File: src/rtl/cpu_pkg.sv
// Shared CPU definitions: opcode field values, the squash word and the
// fetch-stage state encoding.
package cpu_pkg;

    typedef logic [0:5] opcode_t;

    localparam opcode_t OP_ALU   = 6'b101010;
    localparam opcode_t OP_LOAD  = 6'b100000;
    localparam opcode_t OP_STORE = 6'b100001;
    localparam opcode_t OP_BEZ   = 6'b100010;
    localparam opcode_t OP_BNEZ  = 6'b100011;
    localparam opcode_t OP_NOP   = 6'b111100;

    // Opcode occupies [0:5]; the remaining bits of a NOP are don't-care zeros.
    localparam logic [0:31] NOP_WORD = {OP_NOP, 26'b0};

    localparam logic [1:0] FETCH_BOOT = 2'd0;
    localparam logic [1:0] FETCH_RUN  = 2'd1;
    localparam logic [1:0] FETCH_HOLD = 2'd2;

    function automatic opcode_t opcode_of(input logic [0:31] instr);
        return instr[0:5];
    endfunction

endpackage

File: src/rtl/fetch_skid_buffer.sv
// One-entry holding register that catches the memory word returning while
// decode is stalled, so it can be handed over once the stall clears.
module fetch_skid_buffer
    import cpu_pkg::*;
#(
    parameter int unsigned PC_WIDTH  = 32,
    parameter logic [31:0] NOP_INSTR = NOP_WORD
) (
    input  logic                clk,
    input  logic                reset,
    input  logic                load,
    input  logic                drain,
    input  logic                flush,
    input  logic [0:31]         load_instr,
    input  logic [0:PC_WIDTH-1] load_pc,
    input  logic                load_valid,
    output logic [0:31]         skid_instr,
    output logic [0:PC_WIDTH-1] skid_pc,
    output logic                skid_valid
);

    // Flush and drain both empty the entry; an emptied entry reads as a NOP bubble.
    always_ff @(posedge clk or negedge reset) begin
        if (!reset) begin
            skid_instr <= NOP_INSTR;
            skid_pc    <= '0;
            skid_valid <= 1'b0;
        end else if (flush || drain) begin
            skid_instr <= NOP_INSTR;
            skid_pc    <= '0;
            skid_valid <= 1'b0;
        end else if (load) begin
            skid_instr <= load_instr;
            skid_pc    <= load_pc;
            skid_valid <= load_valid;
        end
    end

endmodule

File: src/rtl/instruction_fetch.sv
// Fetch stage: owns the PC, drives a one-cycle-latency instruction memory and
// presents a registered instruction/PC pair to decode.
//
//   state      | meaning
//   -----------+--------------------------------------------------------------
//   FETCH_BOOT | first fetch after reset/redirect, nothing returning yet
//   FETCH_RUN  | streaming one fetch per cycle, returning word goes to IF/ID
//   FETCH_HOLD | decode stalled, returned word parked in skid, fetch paused
module instruction_fetch
    import cpu_pkg::*;
#(
    parameter int unsigned         PC_WIDTH  = 32,
    parameter logic [PC_WIDTH-1:0] RESET_PC  = '0,
    parameter int unsigned         PC_INC    = 4,
    parameter logic [31:0]         NOP_INSTR = NOP_WORD
) (
    input  logic                clk,
    input  logic                reset,
    input  logic                stall,
    input  logic                branch_taken,
    input  logic [0:15]         branch_target,
    output logic                imem_en,
    output logic [0:PC_WIDTH-1] imem_addr,
    input  logic [0:31]         imem_data,
    output logic [0:31]         instruction,
    output logic [0:PC_WIDTH-1] instr_pc,
    output logic                instr_valid
);

    localparam logic [0:PC_WIDTH-1] PC_STEP    = PC_WIDTH'(PC_INC);
    localparam logic [0:PC_WIDTH-1] ALIGN_MASK = ~PC_WIDTH'(3);

    logic [1:0]          state;
    logic [0:PC_WIDTH-1] pc;
    logic [0:PC_WIDTH-1] pc_seq;
    logic [0:PC_WIDTH-1] target_pc;
    logic                inflight;
    logic [0:PC_WIDTH-1] inflight_pc;

    logic                fetch_go;
    logic                run_adv;
    logic                enter_hold;
    logic                leave_hold;

    logic [0:31]         skid_instr;
    logic [0:PC_WIDTH-1] skid_pc;
    logic                skid_valid;

    assign pc_seq    = pc + PC_STEP;
    assign target_pc = PC_WIDTH'(branch_target) & ALIGN_MASK;

    always_comb begin
        fetch_go   = 1'b0;
        run_adv    = 1'b0;
        enter_hold = 1'b0;
        leave_hold = 1'b0;
        if (!branch_taken) begin
            case (state)
                FETCH_BOOT: fetch_go = 1'b1;
                FETCH_RUN: begin
                    if (stall) begin
                        enter_hold = 1'b1;
                    end else begin
                        fetch_go = 1'b1;
                        run_adv  = 1'b1;
                    end
                end
                FETCH_HOLD: begin
                    if (!stall) begin
                        fetch_go   = 1'b1;
                        leave_hold = 1'b1;
                    end
                end
                default: ;
            endcase
        end
    end

    // Gate with reset so the memory sees no read while the stage is held in reset.
    assign imem_en   = reset & fetch_go;
    assign imem_addr = pc;

    fetch_skid_buffer #(
        .PC_WIDTH  (PC_WIDTH),
        .NOP_INSTR (NOP_INSTR)
    ) u_skid (
        .clk        (clk),
        .reset      (reset),
        .load       (enter_hold),
        .drain      (leave_hold),
        .flush      (branch_taken),
        .load_instr (imem_data),
        .load_pc    (inflight_pc),
        .load_valid (inflight),
        .skid_instr (skid_instr),
        .skid_pc    (skid_pc),
        .skid_valid (skid_valid)
    );

    always_ff @(posedge clk or negedge reset) begin
        if (!reset) begin
            state       <= FETCH_BOOT;
            pc          <= RESET_PC;
            inflight    <= 1'b0;
            inflight_pc <= '0;
        end else if (branch_taken) begin
            state       <= FETCH_BOOT;
            pc          <= target_pc;
            inflight    <= 1'b0;
            inflight_pc <= '0;
        end else begin
            if (fetch_go) begin
                pc          <= pc_seq;
                inflight    <= 1'b1;
                inflight_pc <= pc;
            end else if (enter_hold) begin
                inflight <= 1'b0;
            end
            case (state)
                FETCH_BOOT: state <= FETCH_RUN;
                FETCH_RUN:  if (stall)  state <= FETCH_HOLD;
                FETCH_HOLD: if (!stall) state <= FETCH_RUN;
                default:    state <= FETCH_BOOT;
            endcase
        end
    end

    // IF/ID register: only registered sources, never imem_data combinationally.
    always_ff @(posedge clk or negedge reset) begin
        if (!reset) begin
            instruction <= NOP_INSTR;
            instr_pc    <= '0;
            instr_valid <= 1'b0;
        end else if (branch_taken) begin
            instruction <= NOP_INSTR;
            instr_pc    <= '0;
            instr_valid <= 1'b0;
        end else if (run_adv && inflight) begin
            instruction <= imem_data;
            instr_pc    <= inflight_pc;
            instr_valid <= 1'b1;
        end else if (leave_hold) begin
            instruction <= skid_instr;
            instr_pc    <= skid_pc;
            instr_valid <= skid_valid;
        end
    end

endmodule

File: config.mk
export PLATFORM = sky130hd
export DESIGN_NAME = instruction_fetch
export DESIGN_NICKNAME = d
export VERILOG_FILES = /design/src/rtl/cpu_pkg.sv /design/src/rtl/fetch_skid_buffer.sv /design/src/rtl/instruction_fetch.sv
export SDC_FILE = /design/constraint.sdc
export NUM_CORES = 1
export LEC_CHECK = 0
export ABC_AREA = 1
export CAP_MARGIN = 5
export CORE_MARGIN = 2
export CORE_UTILIZATION = 54
export CTS_CLUSTER_SIZE = 28
export DETAILED_ROUTE_END_ITERATION = 10
export PLACE_DENSITY = 0.88
export SETUP_SLACK_MARGIN = 0.15
export SYNTH_ARGS = -nofsm -noshare
export SYNTH_HDL_FRONTEND = slang
export SYNTH_SLANG_ARGS = --single-unit
File: constraint.sdc
create_clock -name clk -period 2.4 [get_ports clk]
set_input_delay 0.6 -clock clk [delete_from_list [all_inputs] [get_ports clk]]
set_output_delay 0.6 -clock clk [all_outputs]
set_load 0.02 [all_outputs]
==> metrics.txt, run 1 <==
number of routed nets with antenna violations=0; number of clock sinks seen by CTS=roughly 190; sort of element at the end of the critical path=output port; First DRT Iteration DRCs=between 900 and 1000; overall die width=about 130 µm; proportion of layout cells with a drive suffix above 1=10.9%; TritonCTS clock tree=done; status=finished clean; Via Count=7844; area share of the largest cell type after synthesis=about half; count of non-filler cells in the finished layout=1400; top-count cell post-synth=sky130_fd_sc_hd__nand2_1; number of endpoints with negative hold slack in the final report=0; via count of the first global-routing pass=~7700; Slowest cell on crit path=sky130_fd_sc_hd__dfrtp_1; Worst-Margin Slew=1.05 ns; clock group share of total power=between 30% and 40%; count of filler cells inserted in the layout=1245; clock network latency to the later pin of the worst-skew pair=roughly 0.44 ns; placement row count=47; count of unique library cells instantiated by Yosys=34; Slew Viols, Final=0; Static Leakage=around 5.2 nW; number of violations of the max-capacitance limit=0; net total in the final layout=1224; flip-flop cell with the highest count after synthesis=sky130_fd_sc_hd__dfrtp_1; final wirelength=~23000 µm; vertical extent of the die=133 µm; sequential cell area fraction in the yosys report=a little over half; RSZ-0062 raised after global routing=true; post-cts hold buffer count=0; average wire per cell in the routed design=~17 µm; switching pwr=2.25 mW; post-detailed-route DRC marker count=0; cells along the critical path=inv_2 > ha_1 > nand2_1 > nand2_1 > nand2_2 > inv_2 > nand2_4 > nor2_4 > buf_6; Placed Cells incl. Taps=roughly 1400; total power divided by cell area=between 600 and 700 nW/µm²; share of flip-flops with an asynchronous set or reset after synthesis=100%; drt pass-1 iters=6; peak supply drop=0.567 mV; relative contribution of sequential cells to total power=46.6%; shortest period the worst path allows=2.29 ns; number of antenna cells inserted=0; Internal Dissipation=5.53 mW; upper clock frequency limit=0.436 GHz; total number of yosys warnings=0; buffers plus inverters on the worst setup path=3; maximum fanout count along the critical path=3; final estimated routing congestion in global placement=approximately 0.9; maximum number of pins on one net before global-route repair=193; Die Outline Area=~18000 µm²; cells taking the most area after synthesis=sky130_fd_sc_hd__dfrtp_1, sky130_fd_sc_hd__nand2_1, sky130_fd_sc_hd__nor2_1; global-route wire length before repair=between 30000 and 40000 µm; combinational cell fraction of total power=18.7%; area inside the core boundary=16300 µm²; count of input and output buffers=145; layout overhead on the synthesized area=25.9%; worst min path class=in2async; Max-slew headroom=between 30% and 40%; Max Clock Skew=0.0103 ns; mean instance size in the synthesized netlist=8.65 µm²; number of flops mapped to enable cells by yosys=0; final total power=around 8 mW; required arrival time at the worst endpoint=approximately 1.8 ns; antenna violations before repair=0; period utilisation layout=95.5%; category of the most critical setup path=reg2out; clock input transition at the sequential cells of the worst setup and hold paths=approximately 0.060 ns; effective utilization at floorplan=54.6%; H-tree depth=4; routed via count divided by cell count=about 5.6; Worst path max stage delay=around 0.37 ns; buffer cell driving the clock tree root=sky130_fd_sc_hd__clkbuf_16; Critical Path Source Type=register; TritonCTS buffer count=17; number of failing setup endpoints in the final timing report=0; total congestion overflow after global routing=0; arrival time reported for the critical path endpoint=between 1.5 and 2 ns; Max Root-Sink Buffers=2; post-synthesis instance total=just over 1000; summed instance area of the synthesized netlist=8930 µm²; largest area contributor in the synthesized netlist=sky130_fd_sc_hd__dfrtp_1; number of primary I/O pins=150; HPWL reported at the end of detailed placement=~15000 µm; switching share of power=just under 30%; Largest delay share family, worst path=flip-flops; most frequent cells after synthesis=sky130_fd_sc_hd__nand2_1, sky130_fd_sc_hd__nor2_1, sky130_fd_sc_hd__dfrtp_1, sky130_fd_sc_hd__nand3_1, sky130_fd_sc_hd__inv_1; total track usage=27.0%; flop and latch count out of synthesis=~190
## power groups by stage
| stage | combinational, mW | sequential, mW | clock [mW] |
|---|---|---|---|
| 6_report | 1.46 | 3.63 | 2.69 |
| 5_1_grt | 1.58 | 3.65 | 2.86 |
| 4_1_cts | 1.45 | 3.62 | 2.72 |
| 3_5_place_dp | 1.42 | 3.68 | 0 |
| 3_3_place_gp | 1.38 | 3.67 | 0 |
| 2_1_floorplan | 0.662 | 3.78 | 0 |
## worst paths after layout
check                                 from               to  slack, ns  depth (start not counted)
min                                  reset  inflight_pc[26]       0.36                          2
max reg2reg                       state[0]   inflight_pc[8]       0.43                          9
min reg2reg                instruction[16]  instruction[16]       0.48                          2
max                               state[0]          imem_en       0.11                          9
max in group asynchronous            reset     imem_addr[6]       1.23                          2
min in group clk           instruction[16]  instruction[16]       0.48                          2
## flip-flops by register name, summed over array words and instances (netlist names)
register,flops
instruction,32
instr_pc,31
u_skid.skid_pc,31
u_skid.skid_instr,32
instr_valid,1
state,2
inflight_pc,31
inflight,1
imem_addr,30
u_skid.skid_valid,1
## kinds of logic after synthesis
family | share of synthesized area [%]
and+or+nand+nor | 23.9
DFF | 53.9
AOI/OAI and AO/OA | 13.3
buffers and inverters | 7.35
xor gates and xnor gates | 0.883
adders and majority gates | 0.700
other | 0.0420
## routing by layer
metal  GRT usage (%)  up-vias  share of wire [%]
met3            4.29       50                6.5
met2            45.2      342                 50
met1            34.8     3829                 41
met5               0        -                  0
met4            11.9        0                2.7
li1                -     3623                  -
## cell type report
type / instances / area (µm²) / area share, %
inverters: 84 / 318 / 2.83
repair buffers: 176 / 1780 / 15.8
flip-flops and latches: 192 / 4820 / 42.8
well taps: 220 / 275 / 2.45
multi-input cells: 696 / 3500 / 31.1
clock buffers: 23 / 478 / 4.25
clock inverters: 9 / 81.3 / 0.723
## placed cells by master (no fill, tap or decap), drive strengths merged
master	instances
o221ai	1
buf	32
clkdlybuf4s50	141
o21ai	50
nand3	89
a31oi	4
o22ai	24
o211ai	5
nand4	5
ha	5
nor2	196
nand3b	1
clkinv	9
conb	2
clkbuf	24
nand2	232
xor2	8
o21bai	2
o31ai	59
xnor2	1
dfstp	8
dfrtp	184
dlymetal6s2s	2
a21oi	11
inv	83
bufinv	1
nor3	1
## stage by stage
step / TNS (ns) / utilization [%] / hold slack, ns / setup WS [ns] / instance area [µm²]
after floorplan: 0 / - / 0.304 / 0.312 / 8930
after global placement: -1.89 / 65.1 / 0.463 / -0.478 / 10600
after detailed placement: -2.22 / 65.1 / 0.470 / -0.487 / 10600
after CTS: 0 / 68.7 / 0.467 / 0.0759 / 11200
after global routing: 0 / 68.8 / 0.507 / 0.0478 / 11200
final: 0 / 68.8 / 0.356 / 0.108 / 11200
## timing repair
item                                    4_1_cts  5_1_grt
endpoints found under the setup margin        6        4
gates resized for setup                      13        3
setup buffers                                 1        1
pin swaps                                     1        1
## worst reg2reg max path: stages (launching register included)
cell	delay, ns
sky130_fd_sc_hd__dfrtp_1	0.37
sky130_fd_sc_hd__inv_2	0.05
sky130_fd_sc_hd__ha_1	0.27
sky130_fd_sc_hd__nand2_1	0.05
sky130_fd_sc_hd__nand2_1	0.06
sky130_fd_sc_hd__nand2_2	0.06
sky130_fd_sc_hd__buf_4	0.19
sky130_fd_sc_hd__nor2_2	0.54
sky130_fd_sc_hd__nand2_1	0.17
sky130_fd_sc_hd__o21ai_0	0.13
(Power assumes the default switching activity.)
==> inputs of run 2 (changes only) <==
- CAP_MARGIN: 5 -> default
==> results of run 2 <==
Final layout, timing and power as in run 1 (identical DEF).
